==> config.mk <==
export PLATFORM = sky130hd
export DESIGN_NAME = mc_main_fsm
export DESIGN_NICKNAME = d
export VERILOG_FILES = /design/src/rtl/mc_pkg.sv /design/src/rtl/mc_fsm_outdec.sv /design/src/rtl/mc_main_fsm.sv
export SDC_FILE = /design/constraint.sdc
export NUM_CORES = 1
export LEC_CHECK = 0
export BUFFER_PORTS_ARGS = -buffer_cell sky130_fd_sc_hd__buf_2
export CAP_MARGIN = 10
export CORE_AREA = 3 3 40 42
export DETAILED_ROUTE_END_ITERATION = 12
export DIE_AREA = 0 0 43 45
export PLACE_DENSITY_LB_ADDON = 0.2
export SYNTH_ARGS = -nofsm -noshare
export SYNTH_HDL_FRONTEND = slang
export SYNTH_SLANG_ARGS = --single-unit
==> constraint.sdc <==
create_clock -name clk -period 2.9 [get_ports clk]
set_input_delay 0.58 -clock clk [delete_from_list [all_inputs] [get_ports clk]]
set_output_delay 0.58 -clock clk [all_outputs]
set_load 0.005 [all_outputs]
==> src/rtl/mc_pkg.sv <==
// Shared definitions for the multicycle controller: state codes, datapath
// select codes, instruction class codes and the bundled control word.
package mc_pkg;

    localparam int STATE_W = 4;

    // Main controller states; codes 11..15 are spare and recover to FETCH.
    typedef enum logic [STATE_W-1:0] {
        S_FETCH    = 4'd0,
        S_DECODE   = 4'd1,
        S_MEMADR   = 4'd2,
        S_MEMREAD  = 4'd3,
        S_MEMWB    = 4'd4,
        S_MEMWRITE = 4'd5,
        S_EXECUTER = 4'd6,
        S_EXECUTEI = 4'd7,
        S_ALUWB    = 4'd8,
        S_BRANCH   = 4'd9,
        S_UNKNOWN  = 4'd10
    } state_t;

    // ALU operand A select
    localparam logic [1:0] SRCA_RD1    = 2'b00;
    localparam logic [1:0] SRCA_PC     = 2'b01;
    localparam logic [1:0] SRCA_ALUOUT = 2'b10;

    // ALU operand B select
    localparam logic [1:0] SRCB_RD2    = 2'b00;
    localparam logic [1:0] SRCB_EXTIMM = 2'b01;
    localparam logic [1:0] SRCB_FOUR   = 2'b10;

    // Result bus select
    localparam logic [1:0] RES_ALUOUT  = 2'b00;
    localparam logic [1:0] RES_DATA    = 2'b01;
    localparam logic [1:0] RES_ALU     = 2'b10;

    // Instruction class (Op field)
    localparam logic [1:0] OP_DP       = 2'b00;
    localparam logic [1:0] OP_MEM      = 2'b01;
    localparam logic [1:0] OP_BRANCH   = 2'b10;
    localparam logic [1:0] OP_ILLEGAL  = 2'b11;

    // Control word driven into the datapath
    typedef struct packed {
        logic       ir_write;
        logic       adr_src;
        logic [1:0] alu_src_a;
        logic [1:0] alu_src_b;
        logic [1:0] result_src;
        logic       alu_op;
        logic       next_pc;
        logic       reg_w;
        logic       mem_w;
        logic       branch;
    } ctrl_t;

    // All-inactive control word; the safe value for any state not listed.
    function automatic ctrl_t ctrl_idle();
        ctrl_t c;
        c = '0;
        return c;
    endfunction

endpackage

==> src/rtl/mc_fsm_outdec.sv <==
// Combinational state -> control decode for the multicycle main controller.
// Pure Moore decode, except the memory-facing strobes which are gated by MemRdy
// so that a stalled access never loads the IR, bumps the PC or writes memory.
module mc_fsm_outdec
    import mc_pkg::*;
(
    input  state_t state_i,
    input  logic   mem_rdy_i,
    output ctrl_t  ctrl_o
);

    // Decode the current state into datapath selects and enables.
    always_comb begin
        ctrl_o = ctrl_idle();
        case (state_i)
            S_FETCH: begin
                ctrl_o.adr_src    = 1'b0;
                ctrl_o.alu_src_a  = SRCA_PC;
                ctrl_o.alu_src_b  = SRCB_FOUR;
                ctrl_o.result_src = RES_ALU;
                ctrl_o.alu_op     = 1'b0;
                ctrl_o.ir_write   = mem_rdy_i;
                ctrl_o.next_pc    = mem_rdy_i;
            end
            S_DECODE: begin
                ctrl_o.alu_src_a  = SRCA_PC;
                ctrl_o.alu_src_b  = SRCB_FOUR;
                ctrl_o.result_src = RES_ALU;
                ctrl_o.alu_op     = 1'b0;
            end
            S_MEMADR: begin
                ctrl_o.alu_src_a  = SRCA_RD1;
                ctrl_o.alu_src_b  = SRCB_EXTIMM;
                ctrl_o.alu_op     = 1'b0;
            end
            S_MEMREAD: begin
                ctrl_o.adr_src    = 1'b1;
                ctrl_o.result_src = RES_ALUOUT;
            end
            S_MEMWB: begin
                ctrl_o.result_src = RES_DATA;
                ctrl_o.reg_w      = 1'b1;
            end
            S_MEMWRITE: begin
                ctrl_o.adr_src    = 1'b1;
                ctrl_o.result_src = RES_ALUOUT;
                ctrl_o.mem_w      = mem_rdy_i;
            end
            S_EXECUTER: begin
                ctrl_o.alu_src_a  = SRCA_RD1;
                ctrl_o.alu_src_b  = SRCB_RD2;
                ctrl_o.alu_op     = 1'b1;
            end
            S_EXECUTEI: begin
                ctrl_o.alu_src_a  = SRCA_RD1;
                ctrl_o.alu_src_b  = SRCB_EXTIMM;
                ctrl_o.alu_op     = 1'b1;
            end
            S_ALUWB: begin
                ctrl_o.result_src = RES_ALUOUT;
                ctrl_o.reg_w      = 1'b1;
            end
            S_BRANCH: begin
                ctrl_o.alu_src_a  = SRCA_ALUOUT;
                ctrl_o.alu_src_b  = SRCB_EXTIMM;
                ctrl_o.result_src = RES_ALU;
                ctrl_o.alu_op     = 1'b0;
                ctrl_o.branch     = 1'b1;
            end
            S_UNKNOWN: begin
                ctrl_o = ctrl_idle();
            end
            default: begin
                ctrl_o = ctrl_idle();
            end
        endcase
    end

endmodule

==> src/rtl/mc_main_fsm.sv <==
// Moore main controller for the multicycle datapath. Holds the state register,
// the next-state logic and the sticky Illegal flag; the output decode lives in
// mc_fsm_outdec.
module mc_main_fsm
    import mc_pkg::*;
(
    input  logic       clk,
    input  logic       reset,
    input  logic [1:0] Op,
    input  logic [5:0] Funct,
    input  logic       MemRdy,
    output logic       IRWrite,
    output logic       AdrSrc,
    output logic [1:0] ALUSrcA,
    output logic [1:0] ALUSrcB,
    output logic [1:0] ResultSrc,
    output logic       ALUOp,
    output logic       NextPC,
    output logic       RegW,
    output logic       MemW,
    output logic       Branch,
    output logic       Illegal
);

    state_t state_q;
    state_t state_d;
    logic   illegal_q;
    logic   illegal_d;
    ctrl_t  ctrl_s;
    logic   funct_i_s;
    logic   funct_l_s;
    logic   unused_funct_s;

    assign funct_i_s      = Funct[5];
    assign funct_l_s      = Funct[0];
    // Middle Funct bits belong to the ALU decoder, not to sequencing.
    assign unused_funct_s = ^Funct[4:1];

    // Next-state sequencing; memory states wait for MemRdy, spare codes recover to FETCH.
    always_comb begin
        state_d = state_q;
        case (state_q)
            S_FETCH: begin
                if (MemRdy) begin
                    state_d = S_DECODE;
                end else begin
                    state_d = S_FETCH;
                end
            end
            S_DECODE: begin
                case (Op)
                    OP_DP: begin
                        if (funct_i_s) begin
                            state_d = S_EXECUTEI;
                        end else begin
                            state_d = S_EXECUTER;
                        end
                    end
                    OP_MEM:     state_d = S_MEMADR;
                    OP_BRANCH:  state_d = S_BRANCH;
                    OP_ILLEGAL: state_d = S_UNKNOWN;
                    default:    state_d = S_UNKNOWN;
                endcase
            end
            S_MEMADR: begin
                if (funct_l_s) begin
                    state_d = S_MEMREAD;
                end else begin
                    state_d = S_MEMWRITE;
                end
            end
            S_MEMREAD: begin
                if (MemRdy) begin
                    state_d = S_MEMWB;
                end else begin
                    state_d = S_MEMREAD;
                end
            end
            S_MEMWRITE: begin
                if (MemRdy) begin
                    state_d = S_FETCH;
                end else begin
                    state_d = S_MEMWRITE;
                end
            end
            S_EXECUTER: state_d = S_ALUWB;
            S_EXECUTEI: state_d = S_ALUWB;
            S_MEMWB:    state_d = S_FETCH;
            S_ALUWB:    state_d = S_FETCH;
            S_BRANCH:   state_d = S_FETCH;
            S_UNKNOWN:  state_d = S_FETCH;
            default:    state_d = S_FETCH;
        endcase
    end

    // Illegal becomes set on the same edge that enters UNKNOWN and stays set until reset.
    always_comb begin
        illegal_d = illegal_q | (state_d == S_UNKNOWN);
    end

    // State and sticky-flag registers; reset drops any instruction in flight.
    always_ff @(posedge clk or negedge reset) begin
        if (!reset) begin
            state_q   <= S_FETCH;
            illegal_q <= 1'b0;
        end else begin
            state_q   <= state_d;
            illegal_q <= illegal_d;
        end
    end

    mc_fsm_outdec u_outdec (
        .state_i   (state_q),
        .mem_rdy_i (MemRdy),
        .ctrl_o    (ctrl_s)
    );

    assign IRWrite   = ctrl_s.ir_write;
    assign AdrSrc    = ctrl_s.adr_src;
    assign ALUSrcA   = ctrl_s.alu_src_a;
    assign ALUSrcB   = ctrl_s.alu_src_b;
    assign ResultSrc = ctrl_s.result_src;
    assign ALUOp     = ctrl_s.alu_op;
    assign NextPC    = ctrl_s.next_pc;
    assign RegW      = ctrl_s.reg_w;
    assign MemW      = ctrl_s.mem_w;
    assign Branch    = ctrl_s.branch;
    assign Illegal   = illegal_q;

endmodule

# Word level (Yosys, flattened, before mapping)
# Cells that the tools add are included.
# totals
romBits,0
mem_bits_rw,0
wordCells,39
reg_bits,5
in_bits,11
n_memories,0
output_inout_bits,14
latchBits,0
# classes
muxes,15
n_eq_ne,13
n_bitwise,1
div,0
shifts,0
n_reduce_logical,8
mul,0
add_sub_neg,0
n_lt_le_gt_ge,0
# ops
cell,n
$pmux W4 S6,1
$eq A4 B3 Y1 const B,4
$pmux W4 S4,1
$eq A4 B4 Y1 const B,3
$pmux W4 S3,1
$reduce_or A2 Y1,5
$mux W3,3
$eq A4 B2 Y1 const B,2
$mux W1,8
$eq A2 B2 Y1 const B,2
$eq A4 B1 Y1 const B,1
$logic_not A4 Y1,1
$pmux W2 S2,1
$reduce_or A3 Y1,1
$eq A2 B1 Y1 const B,1
$logic_not A2 Y1,1
$or A1 B1 Y1,1

# Logic depth before layout (Yosys ltp)
# Gate-level depths: netlist (run 1).
# logic_depth
word_depth,5
depth_mapped,5
mapped_depth_nobuf,4

# Hierarchy
# Synthesis (run 1) repeated with hierarchy kept, for this count alone.
# unflattened
hier_cells,52
area_unflattened_um2,470.5
# modules_own_cells
mod,seq_area_each_um2,n_inst,cells_per_inst,area_per_inst_um2
mc_main_fsm,125.1,1,29,310.3
mc_fsm_outdec,0.0,1,23,160.2

# Worst setup path before layout (run 1)
# No wires, ideal clock.
# synth_path
path_kind,flip-flop to output port
startpoint,register state_q[3]
endpoint,output port ALUSrcB[0]
path_buffers,1
path_stages_with_launch,5
arrival_time_ns,1.071
t_required_ns,2.320
path_slack_ns,1.249
path_cell_list,dfrtp_1 > buf_2 > nand2b_1 > nor2_1 > o2bb2ai_1
# synth_via
elab_chain_len,3
word_cells_on_any_way,8
classes_between,eq/ne: 4; mux: 1; reduce/logical: 3
# synth_rtl
item,line_no,source
from (decl),mc_main_fsm.sv:25,state_t state_q;
from (signal assigned),mc_main_fsm.sv:107,state_q <= state_d;
$eq A4 B2 Y1 (tied with other cells),mc_fsm_outdec.sv:15,case (state_i)
$reduce_or A2 Y1 (no source line),--,
$pmux W4 S3 (*),mc_fsm_outdec.sv:15,
to (decl),mc_main_fsm.sv:15,"output logic [1:0] ALUSrcB,"
# Every way passes the cells marked *; elsewhere a longest branch is shown, timed or not.

# Worst setup path after layout (run 1)
# Same ends and word-level chain as after synthesis.

==> summary.md, run 1 <==
| Metric | Value |
|---|---|
| Count of standard-cell rows | `13` |
| Vias post-DR | `394` |
| Pin count of the biggest net entering global routing | `12` |
| Max-Slew Margin vs Limit | `0.7072` |
| Die outline area | `1935 µm²` |
| Run status | `completed` |
| Growth of design area from synthesis to finish | `28.57%` |
| Max_cap viols | `0` |
| Startpoint class of the critical path | `flop` |
| Critical path capture point type | `output port` |
| FF-to-FF Start | `state_q[1]` |
| Sink count of the clock tree | `5` |
| Chip width | `43 µm` |
| Average cell area after synthesis | `7.900 µm²` |
| Setup TNS | `0 ps` |
| Half-perimeter wire length of the detailed placement result | `740 µm` |
| Most Crowded Layer GR | `met2` |
| Met3 track utilization from global routing | `0.05976` |
| Maximum clock insertion buffer count | `2` |
| Proportion of synthesized chip area in sequential cells | `0.3106` |
| Power per cell area | `1131 nW/µm²` |
| Count of synthesis-stage warnings from yosys | `0` |
| Yosys top cell by area | `dfrtp_1` |
| # nets final | `82` |
| Starting DRT DRC Count | `14` |
| Number of global-route vias before repair | `354` |
| Share of final-layout standard cells stronger than drive strength 1 | `0.4000` |
| Clk slew on worst S/H paths | `40 ps` |
| Max Freq | `497.1 MHz` |
| Number of routed nets with antenna violations | `0` |
| Max Clock Skew | `2.807 ps` |
| Number of input and output port buffers inserted | `20` |
| Root cell of the clock tree | `clkbuf_4` |
| Transition time of the tightest slew-check pin | `439.2 ps` |
| Clock insertion delay at the later pin of the skew report | `240 ps` |
| Area contributors post-synth | `dfrtp_1 (31%), nor3_1 (7.5%), mux2i_1 (5.0%)` |
| Initial antenna violation count | `0` |
| Max rail drop VDD | `0.4569 mV` |
| Gate count of the mapped netlist | `51` |
| Arrival time reported for the critical path endpoint | `1430 ps` |
| Drt pass-1 iters | `4` |
| Routed wire length | `917 µm` |
| Required time of the worst setup path | `2320 ps` |
| First-pass GRT wire length | `1524 µm` |
| H-Tree Depth | `1` |
| Unrepaired setup endpoints after global routing | `no` |
| Number of gates given a new drive strength after cts | `0` |
| GRT met1 Usage | `0.1286` |
| Max-slew violation total from the final report | `0` |
| Worst setup path start | `state_q[3]` |
| CTS tree | `built` |
| Synth cell types | `25` |
| Post-CTS Setup Inserts | `0` |
| Hold WC Path Type | `input port to asynchronous set/reset pin` |
| Total power after layout | `0.0005857 W` |
| Vias/cell | `4.635` |
| Overflow left after global routing | `0` |
| Non-filler cells in the finished layout | `85` |
| Lkg Pwr | `0.2591 nW` |
| Final setup violation count | `0` |
| Post-synthesis cell area | `402.9 µm²` |
| Height of the die | `45 µm` |
| Minimum clock period | `2012 ps` |
| Period utilisation layout | `0.6937` |
| Core outline area | `1285 µm²` |
| Number of flip-flops and latches in the synthesized netlist | `5` |
| Peak fanout along the critical path | `11` |
| Detail-routed net length per standard cell | `10.79 µm` |
| Met2 demand-to-capacity share in global routing | `0.1647` |
| Global Route Usage Sum | `0.1052` |
| Synthesized Nets | `62` |
| Count of inserted antenna diode cells | `0` |
| Count of filler cells inserted in the layout | `136` |
| Worst-case reg-to-reg path depth | `4` |
| DR DRC count | `0` |
| Top-area cell type share of the netlist area | `0.3106` |
| Placed cells | `81` |
| Number of top-level pins | `25` |
| Post-CTS Hold Buffers | `0` |
| TritonCTS Buffers | `3` |
| Startpoint-to-endpoint class of the critical path | `flop to output port` |
| Final weighted congestion in routability-driven placement | `0.7056` |
| Final hold violation count | `0` |
| Fraction of the core area covered by cells at the end of the flow | `0.4031` |
| Initial Utilization | `0.3135` |
-- cell usage after synthesis --
cell       instances
a211oi_1           1
a21boi_1           1
a21o_1             1
a21oi_1            3
a31oi_1            1
and2b_4            1
and3_1             1
buf_2              3
buf_4              2
dfrtp_1            5
inv_1              2
inv_2              2
mux2i_1            2
nand2_1            3
nand2_2            1
nand2b_1           2
nand3_1            1
nor2_1             5
nor2_8             1
nor2b_1            1
nor3_1             6
o22ai_1            3
o2bb2ai_1          1
or2_1              1
xnor2_1            1
-- cell type report --
class	instances	area [µm²]	area share
Multi-Input combinational cell	37	232.7	0.4493
Inverter	4	15.01	0.02899
Sequential cell	5	125.1	0.2415
Clock buffer	4	26.28	0.05072
Tap cell	15	18.77	0.03623
Timing Repair Buffer	20	100.1	0.1932
-- cell usage in the layout (no fill, tap or decap), types with 2 or more instances in the layout --
cell type	n
nor3_1	6
inv_2	2
nand2b_1	2
o22ai_1	3
nor2_1	5
inv_1	2
dfrtp_1	5
clkbuf_4	3
a21oi_1	3
mux2i_1	2
nand2_1	3
buf_2	20
-- flip-flops by register name, indices dropped and copies added (netlist names) --
signal   cells
state_q      4
Illegal      1
-- worst paths after layout --
check / slack (ps) / end
setup / recovery: 890 / ALUSrcB[0]
hold / removal: 150 / state_q[1]
setup reg to reg: 1560 / state_q[2]
hold reg to reg: 440 / Illegal
max in group asynchronous: 2620 / Illegal
min in group clk: 440 / Illegal
-- cells by family (layout without fill, tap and decap cells) --
kind of cell	count (synthesis)	count (layout)	share of synthesized area
and+or+nand+nor	23	23	0.3292
muxes	2	2	0.04969
AOI/OAI and AO/OA	11	11	0.1770
DFF	5	5	0.3106
xor gates and xnor gates	1	1	0.02174
buffers and inverters	9	28	0.1118
-- report_power, final --
group	leakage (nW)	internal (W)	switching (W)	total [W]
Clock	0.0150	0.0000518	0.0000260	0.0000778
Combinational	0.183	0.000170	0.000158	0.000327
Sequential	0.0611	0.0000984	0.0000821	0.000180
-- worst max-delay path, cell delays in order (launching register included) --
cell and delay, ps:
dfrtp_1 530, nand2b_1 260, nor2_1 160, o2bb2ai_1 120, buf_2 130
-- metal layers --
metal	share of wire	wire length, µm	vias up
li1	-	-	214
met1	0.46	425	162
met2	0.44	399	18
met3	0.10	92	0
met4	0	0	0
met5	0	0	-
-- metrics by stage --
| stage | instance area (µm²) | worst slack, ps | hold slack [ps] |
|---|---|---|---|
| final | 518.0 | 888.2 | 146.8 |
| after global routing | 518.0 | 761.8 | 137.5 |
| after CTS | 518.0 | 860.2 | 141.2 |
| after detailed placement | 491.7 | 1118 | 400.3 |
| after global placement | 491.7 | 1135 | 396.4 |
| after floorplan | 402.9 | 1249 | 284.4 |
Note: power is estimated with default switching activity, not from simulation.
==> run 2: changes to the inputs <==
- clock period: 2.9 -> 1.8 ns (I/O delays scaled with it)
==> run 2 against run 1 <==
  * Combinational power up 91%
  * Core utilization up 2.0 points
  * Sequential power up 31%
  * Critical path depth unchanged
  * Non-clock buffer count up 3
  * Sequential cell count unchanged
  * Wire length up 6.3%
  * Worst hold slack better by 240 ps
  * Worst setup slack worse by 780 ps
  * Global-route usage up 0.34 points
  * Clock-buffer cell count unchanged
  * Largest cell class unchanged
==> summary.md, run 2 (synthesis gave the netlist of run 1 again) <==
| Metric | Value |
|---|---|
| Max_cap viols | `0 (unchanged)` |
| Pin count of the biggest net entering global routing | `12 (unchanged)` |
| Most Crowded Layer GR | `met2` |
| First-pass GRT wire length | `1621 µm (+6.4%)` |
| Root cell of the clock tree | `clkbuf_4` |
| Startpoint-to-endpoint class of the critical path | `flop to output port` |
| Cell family with most CP delay | `flip-flops` |
| Final hold violation count | `0 (unchanged)` |
| Chain of cells forming the critical path | `and2b_4 -> a21oi_1 -> o2bb2ai_1 -> buf_2` |
| Initial antenna violation count | `0 (unchanged)` |
| Unrepaired setup endpoints after global routing | `no` |
| Critical path capture point type | `output port` |
| Reg-to-Reg End | `state_q[2]` |
| Detail-routed net length per standard cell | `11.08 µm (+2.7%)` |
| Run status | `completed` |
| Fraction of the core area covered by cells at the end of the flow | `0.4236 (+0.02045)` |
| Growth of design area from synthesis to finish | `35.09%` |
| Placed Instance Area | `506.7 µm² (+3.1%)` |
| Post-CTS Setup Inserts | `0 (unchanged)` |
| Max-Slew Margin vs Limit | `0.8175 (+0.1103)` |
| Worst hold path endpoint | `state_q[2]` |
| Share of final-layout standard cells stronger than drive strength 1 | `0.4247 (+0.02466)` |
| Crit path max-delay cell type | `dfrtp_2` |
| Number of global-route vias before repair | `379 (+7.1%)` |
| DR DRC count | `0 (unchanged)` |
| Met2 demand-to-capacity share in global routing | `0.1647 (unchanged)` |
| Initial Utilization | `0.3135 (unchanged)` |
| # nets final | `85 (+3.7%)` |
| Vias/cell | `4.875 (+5.2%)` |
| Number of top-level pins | `25 (unchanged)` |
| Final weighted congestion in routability-driven placement | `0.7226 (+2.4%)` |
| Hold WC Path Type | `input port to flop` |
| Final setup violation count | `0 (unchanged)` |
| Non-filler cells in the finished layout | `88 (+3.5%)` |
| Count of filler cells inserted in the layout | `146 (+7.4%)` |
| Height of the die | `45 µm (unchanged)` |
| Vias post-DR | `429 (+8.9%)` |
| Hold path startpoint | `Op[1]` |
| Minimum clock period | `1689 ps` |
| Number of routed nets with antenna violations | `0 (unchanged)` |
| Worst slack, placed | `310.9 ps (-807.1 ps)` |
| Peak fanout along the critical path | `11 (unchanged)` |
| Max Clock Skew | `3.243 ps (+0.4356 ps)` |
| Critical path buffer and inverter count | `1 (unchanged)` |
| Max rail drop VDD | `0.6782 mV (+48%)` |
| Count of inserted antenna diode cells | `0 (unchanged)` |
| Chip width | `43 µm (unchanged)` |
| Placed cells | `83 (+2.5%)` |
| Required time of the worst setup path | `1440 ps (-880 ps)` |
| Worst-case reg-to-reg path depth | `4 (unchanged)` |
| Count of standard-cell rows | `13 (unchanged)` |
| Lkg Pwr | `0.2725 nW (+5.2%)` |
| Period utilisation layout | `0.9384` |
| Number of instances on the worst hold path | `2` |
| Max Freq | `592.0 MHz` |
| Clock insertion delay at the later pin of the skew report | `230 ps (about the same)` |
| GRT met1 Usage | `0.1460 (+0.01734)` |
| Met3 track utilization from global routing | `0.02390 (-0.03586)` |
| Max-slew violation total from the final report | `0 (unchanged)` |
| Transition time of the tightest slew-check pin | `273.8 ps (-165.4 ps)` |
| R2R Setup Slk | `530 ps (-1030 ps)` |
| Register ranked first by flip-flop count | `state_q` |
| TritonCTS Buffers | `3 (unchanged)` |
| Half-perimeter wire length of the detailed placement result | `783.4 µm (+5.9%)` |
| Power per cell area | `1807 nW/µm² (+60%)` |
| Startpoint class of the critical path | `flop` |
| Arrival time reported for the critical path endpoint | `1330 ps (-100 ps)` |
| Maximum clock insertion buffer count | `2 (unchanged)` |
| Global Route Usage Sum | `0.1086 (+0.003430)` |
| Routed wire length | `975 µm (+6.3%)` |
| Starting DRT DRC Count | `12 (-2)` |
| Leading cell type in the layout, fill and taps excluded | `buf_2` |
| Post-layout instance area | `544.3 µm² (+5.1%)` |
| FF-to-FF Start | `state_q[1]` |
| H-Tree Depth | `1 (unchanged)` |
| Die outline area | `1935 µm² (unchanged)` |
| Clk slew on worst S/H paths | `40 ps (about the same)` |
| Worst Setup Slack, final | `110.8 ps (-777.4 ps)` |
| Crit-path max cell delay | `470 ps (-60 ps)` |
| Drt pass-1 iters | `4 (unchanged)` |
| Flip-flop count of the largest register after layout | `4 (unchanged)` |
| Overflow left after global routing | `0 (unchanged)` |
| Core outline area | `1285 µm² (unchanged)` |
| Setup TNS | `0 ps (unchanged)` |
| CTS tree | `built` |
| Sink count of the clock tree | `5 (unchanged)` |
| Number of input and output port buffers inserted | `20 (unchanged)` |
| Commonest cells after routing, fill and taps aside | `buf_2 (20), nor3_1 (6), nor2_1 (5)` |
## run 2: worst max path at each step
stage	from	end	slack (ps)	cells past startpoint
2_1_floorplan	state_q[3]	ALUSrcB[0]	370	4
3_5_place_dp	state_q[1]	ALUSrcB[0]	310	4
5_1_grt	state_q[1]	ALUSrcB[0]	20	4
4_1_cts	state_q[1]	ALUSrcB[0]	50	4
6_report	state_q[1]	ALUSrcB[0]	110	4
3_3_place_gp	state_q[1]	ALUSrcB[0]	300	4
## run 2: final cells by class
| cell class | instances | area (µm²) | area share |
|---|---|---|---|
| Sequential cell | 5 | 126.4 | 0.2322 |
| Inverter | 4 | 15.01 | 0.02759 |
| Multi-Input combinational cell | 37 | 232.7 | 0.4276 |
| Clock buffer | 4 | 26.28 | 0.04828 |
| Tap cell | 15 | 18.77 | 0.03448 |
| Timing Repair Buffer | 23 | 125.1 | 0.2299 |
## run 2: per-layer routing
metal / part of all wire / vias to the layer above
met5: 0 / -
met4: 0 / 0
met3: 0.084 / 0
met1: 0.47 / 188
met2: 0.44 / 19
li1: - / 222
## run 2: timing repair
| action | in CTS | in global routing |
|---|---|---|
| resized for setup | 0 | 1 |
| setup endpoints to repair | 0 | 1 |
| hold endpoints to repair | 5 | 0 |
| hold buffers | 1 | 0 |
## run 2: through the flow
| step | power (W) | hold WS, ps |
|---|---|---|
| after floorplan | 0.0006788 | 64.41 |
| after global placement | 0.0008582 | 177.7 |
| after detailed placement | 0.0008642 | 177.7 |
| after CTS | 0.0009970 | 365.1 |
| after global routing | 0.001085 | 388.5 |
| final | 0.0009837 | 383.0 |
## run 2: power by group
group          total, W  leakage, nW  internal, W  switching [W]
logic          0.000623        0.198     0.000302       0.000321
registers      0.000236       0.0597     0.000162      0.0000748
clock network  0.000124       0.0150    0.0000835      0.0000408
==> run 3: changes to the inputs <==
- BUFFER_PORTS_ARGS: -buffer_cell sky130_fd_sc_hd__buf_2 -> -buffer_cell sky130_fd_sc_hd__clkbuf_2
==> run 3 against run 2 <==
  * Critical path type unchanged
  * Highest routed layer unchanged
  * Via count is 3.3% lower
  * Combinational power is 1% higher
  * Wire length is 1.7% lower
  * Global-route usage is 0.42 points higher
==> summary.md, run 3 (synthesis gave the netlist of run 1 again) <==
| Metric | Value |
|---|---|
| Run status | `completed` |
| Number of input and output port buffers inserted | `20 (unchanged)` |
| Max Freq | `587.8 MHz (-0.71%)` |
| Peak fanout along the critical path | `11 (unchanged)` |
| Clk slew on worst S/H paths | `40 ps (about the same)` |
| Drt pass-1 iters | `2 (-2)` |
| Detail-routed net length per standard cell | `10.89 µm (-1.7%)` |
| Final hold violation count | `0 (unchanged)` |
| DR DRC count | `0 (unchanged)` |
| Vias post-DR | `415 (-3.3%)` |
| Critical path capture point type | `output port` |
| Lkg Pwr | `0.2688 nW (-1.4%)` |
| # nets final | `85 (unchanged)` |
| Root cell of the clock tree | `clkbuf_4` |
| H-Tree Depth | `1 (unchanged)` |
| Pin count of the biggest net entering global routing | `12 (unchanged)` |
| Count of filler cells inserted in the layout | `145 (-0.68%)` |
| Die outline area | `1935 µm² (unchanged)` |
| Arrival time reported for the critical path endpoint | `1340 ps (about the same)` |
| Height of the die | `45 µm (unchanged)` |
| Global Route Usage Sum | `0.1128 (+0.004177)` |
| Critical path buffer and inverter count | `1 (unchanged)` |
| Met3 Routed Length | `69 µm (-16%)` |
| Growth of design area from synthesis to finish | `35.09% (unchanged)` |
| Startpoint-to-endpoint class of the critical path | `flop to output port` |
| Hold WC Path Type | `input port to flop` |
| CTS tree | `built` |
| Count of standard-cell rows | `13 (unchanged)` |
| Max Clock Skew | `5.063 ps (+1.820 ps)` |
| TritonCTS Buffers | `3 (unchanged)` |
| Register ranked first by flip-flop count | `state_q` |
| Half-perimeter wire length of the detailed placement result | `769.3 µm (-1.8%)` |
| Crit path max-delay cell type | `dfrtp_2` |
| Final setup violation count | `0 (unchanged)` |
| Maximum clock insertion buffer count | `2 (unchanged)` |
| Worst Setup Slack, final | `98.79 ps (-12.02 ps)` |
| Max-Slew Margin vs Limit | `0.8477 (+0.03019)` |
| Worst slack, placed | `307.2 ps (-3.614 ps)` |
| Total power after layout | `0.0009928 W (+0.92%)` |
| Core outline area | `1285 µm² (unchanged)` |
| Share of final-layout standard cells stronger than drive strength 1 | `0.4247 (unchanged)` |
| Commonest cells after routing, fill and taps aside | `clkbuf_2 (20), nor3_1 (6), nor2_1 (5)` |
| Highest metal layer with signal wires | `met3` |
| Initial antenna violation count | `0 (unchanged)` |
| Max_cap viols | `0 (unchanged)` |
| Max rail drop VDD | `0.6788 mV (about the same)` |
| Minimum clock period | `1701 ps (+12.02 ps)` |
| First-pass GRT wire length | `1635 µm (+0.86%)` |
| Count of inserted antenna diode cells | `0 (unchanged)` |
| Unrepaired setup endpoints after global routing | `no` |
| Initial Utilization | `0.3135 (unchanged)` |
| Sum of met2 wire segment lengths after detailed routing | `438 µm (+1.6%)` |
| Cell family with most CP delay | `flip-flops` |
| Clock insertion delay at the later pin of the skew report | `240 ps (about the same)` |
| Vias/cell | `4.716 (-3.3%)` |
| Required time of the worst setup path | `1440 ps (about the same)` |
| Post-CTS Setup Inserts | `0 (unchanged)` |
| Startpoint class of the critical path | `flop` |
| Number of routed nets with antenna violations | `0 (unchanged)` |
| Period utilisation layout | `0.9451 (+0.006676)` |
| Chip width | `43 µm (unchanged)` |
| Number of global-route vias before repair | `391 (+3.2%)` |
| Metal1 wirelength | `449 µm (-2.8%)` |
| Sink count of the clock tree | `5 (unchanged)` |
| Leading cell type in the layout, fill and taps excluded | `clkbuf_2` |
| Overflow left after global routing | `0 (unchanged)` |
| Number of top-level pins | `25 (unchanged)` |
| Max-slew violation total from the final report | `0 (unchanged)` |
| Power per cell area | `1824 nW/µm² (+0.92%)` |
| Final weighted congestion in routability-driven placement | `0.7200 (-0.36%)` |
| Setup TNS | `0 ps (unchanged)` |
| Starting DRT DRC Count | `2 (-10)` |
| Chain of cells forming the critical path | `and2b_4 -> a21oi_1 -> o2bb2ai_1 -> clkbuf_2` |
| Crit-path max cell delay | `470 ps (about the same)` |
| Routed wire length | `958 µm (-1.7%)` |
| Transition time of the tightest slew-check pin | `222.1 ps (-51.63 ps)` |
| Flip-flop count of the largest register after layout | `4 (unchanged)` |
==> run 3: cell count changes in the layout (fill, tap and decap cells not counted), sizes merged <==
cell,change
clkbuf,+20
buf,-20
==> run 3: final cells by class <==
type / instances / area (µm²) / share of cell area
Tap cell: 15 / 18.77 / 0.03448
Clock buffer: 4 / 26.28 / 0.04828
Inverter: 4 / 15.01 / 0.02759
Timing Repair Buffer: 23 / 125.1 / 0.2299
Sequential cell: 5 / 126.4 / 0.2322
Multi-Input combinational cell: 37 / 232.7 / 0.4276
==> run 3: what timing repair did <==
action	CTS	global route
hold buffers	1	0
gates resized for setup	0	1
hold endpoints to repair	5	0
setup endpoints to repair	0	2
==> run 3: through the flow <==
stage	instance area (µm²)	instances	hold slack [ps]	util
after global routing	544.3	88	369.3	0.4236
after CTS	543.0	88	369.9	0.4226
after global placement	506.7	83	179.6	0.3944
after floorplan	402.9	51	64.41	-
final	544.3	88	375.2	0.4236
after detailed placement	506.7	83	182.8	0.3944
==> run 3: worst paths after layout <==
check / slack (ps) / end / start / cells after the start
worst max-delay path: 100 / ALUSrcB[0] / state_q[1] / 4
worst min-delay path: 380 / state_q[2] / Op[1] / 2
worst max register to register: 530 / state_q[2] / state_q[1] / 4
worst min register to register: 450 / Illegal / Illegal / 1
max in group asynchronous: 1190 / state_q[1] / reset / 2
min in group asynchronous: 470 / state_q[3] / reset / 2
==> run 3: layer usage <==
| layer | up-vias | global-route usage |
|---|---|---|
| met1 | 183 | 0.1484 |
| met3 | 0 | 0.04382 |
| met2 | 12 | 0.1587 |
| li1 | 220 | - |
| met4 | 0 | 0.06024 |
| met5 | - | 0 |
==> run 3: worst reg2reg max path, delay by kind of cell (launching register included) <==
family	cells	cell delay [ps]
and+or+nand+nor	3	570
DFF	1	470
AOI/OAI and AO/OA	1	150
==> run 3: where the power goes <==
group / internal (W) / leakage [nW] / total (W) / switching, W
registers: 0.000162 / 0.0597 / 0.000237 / 0.0000757
logic: 0.000301 / 0.194 / 0.000631 / 0.000330
clock network: 0.0000835 / 0.0150 / 0.000125 / 0.0000414
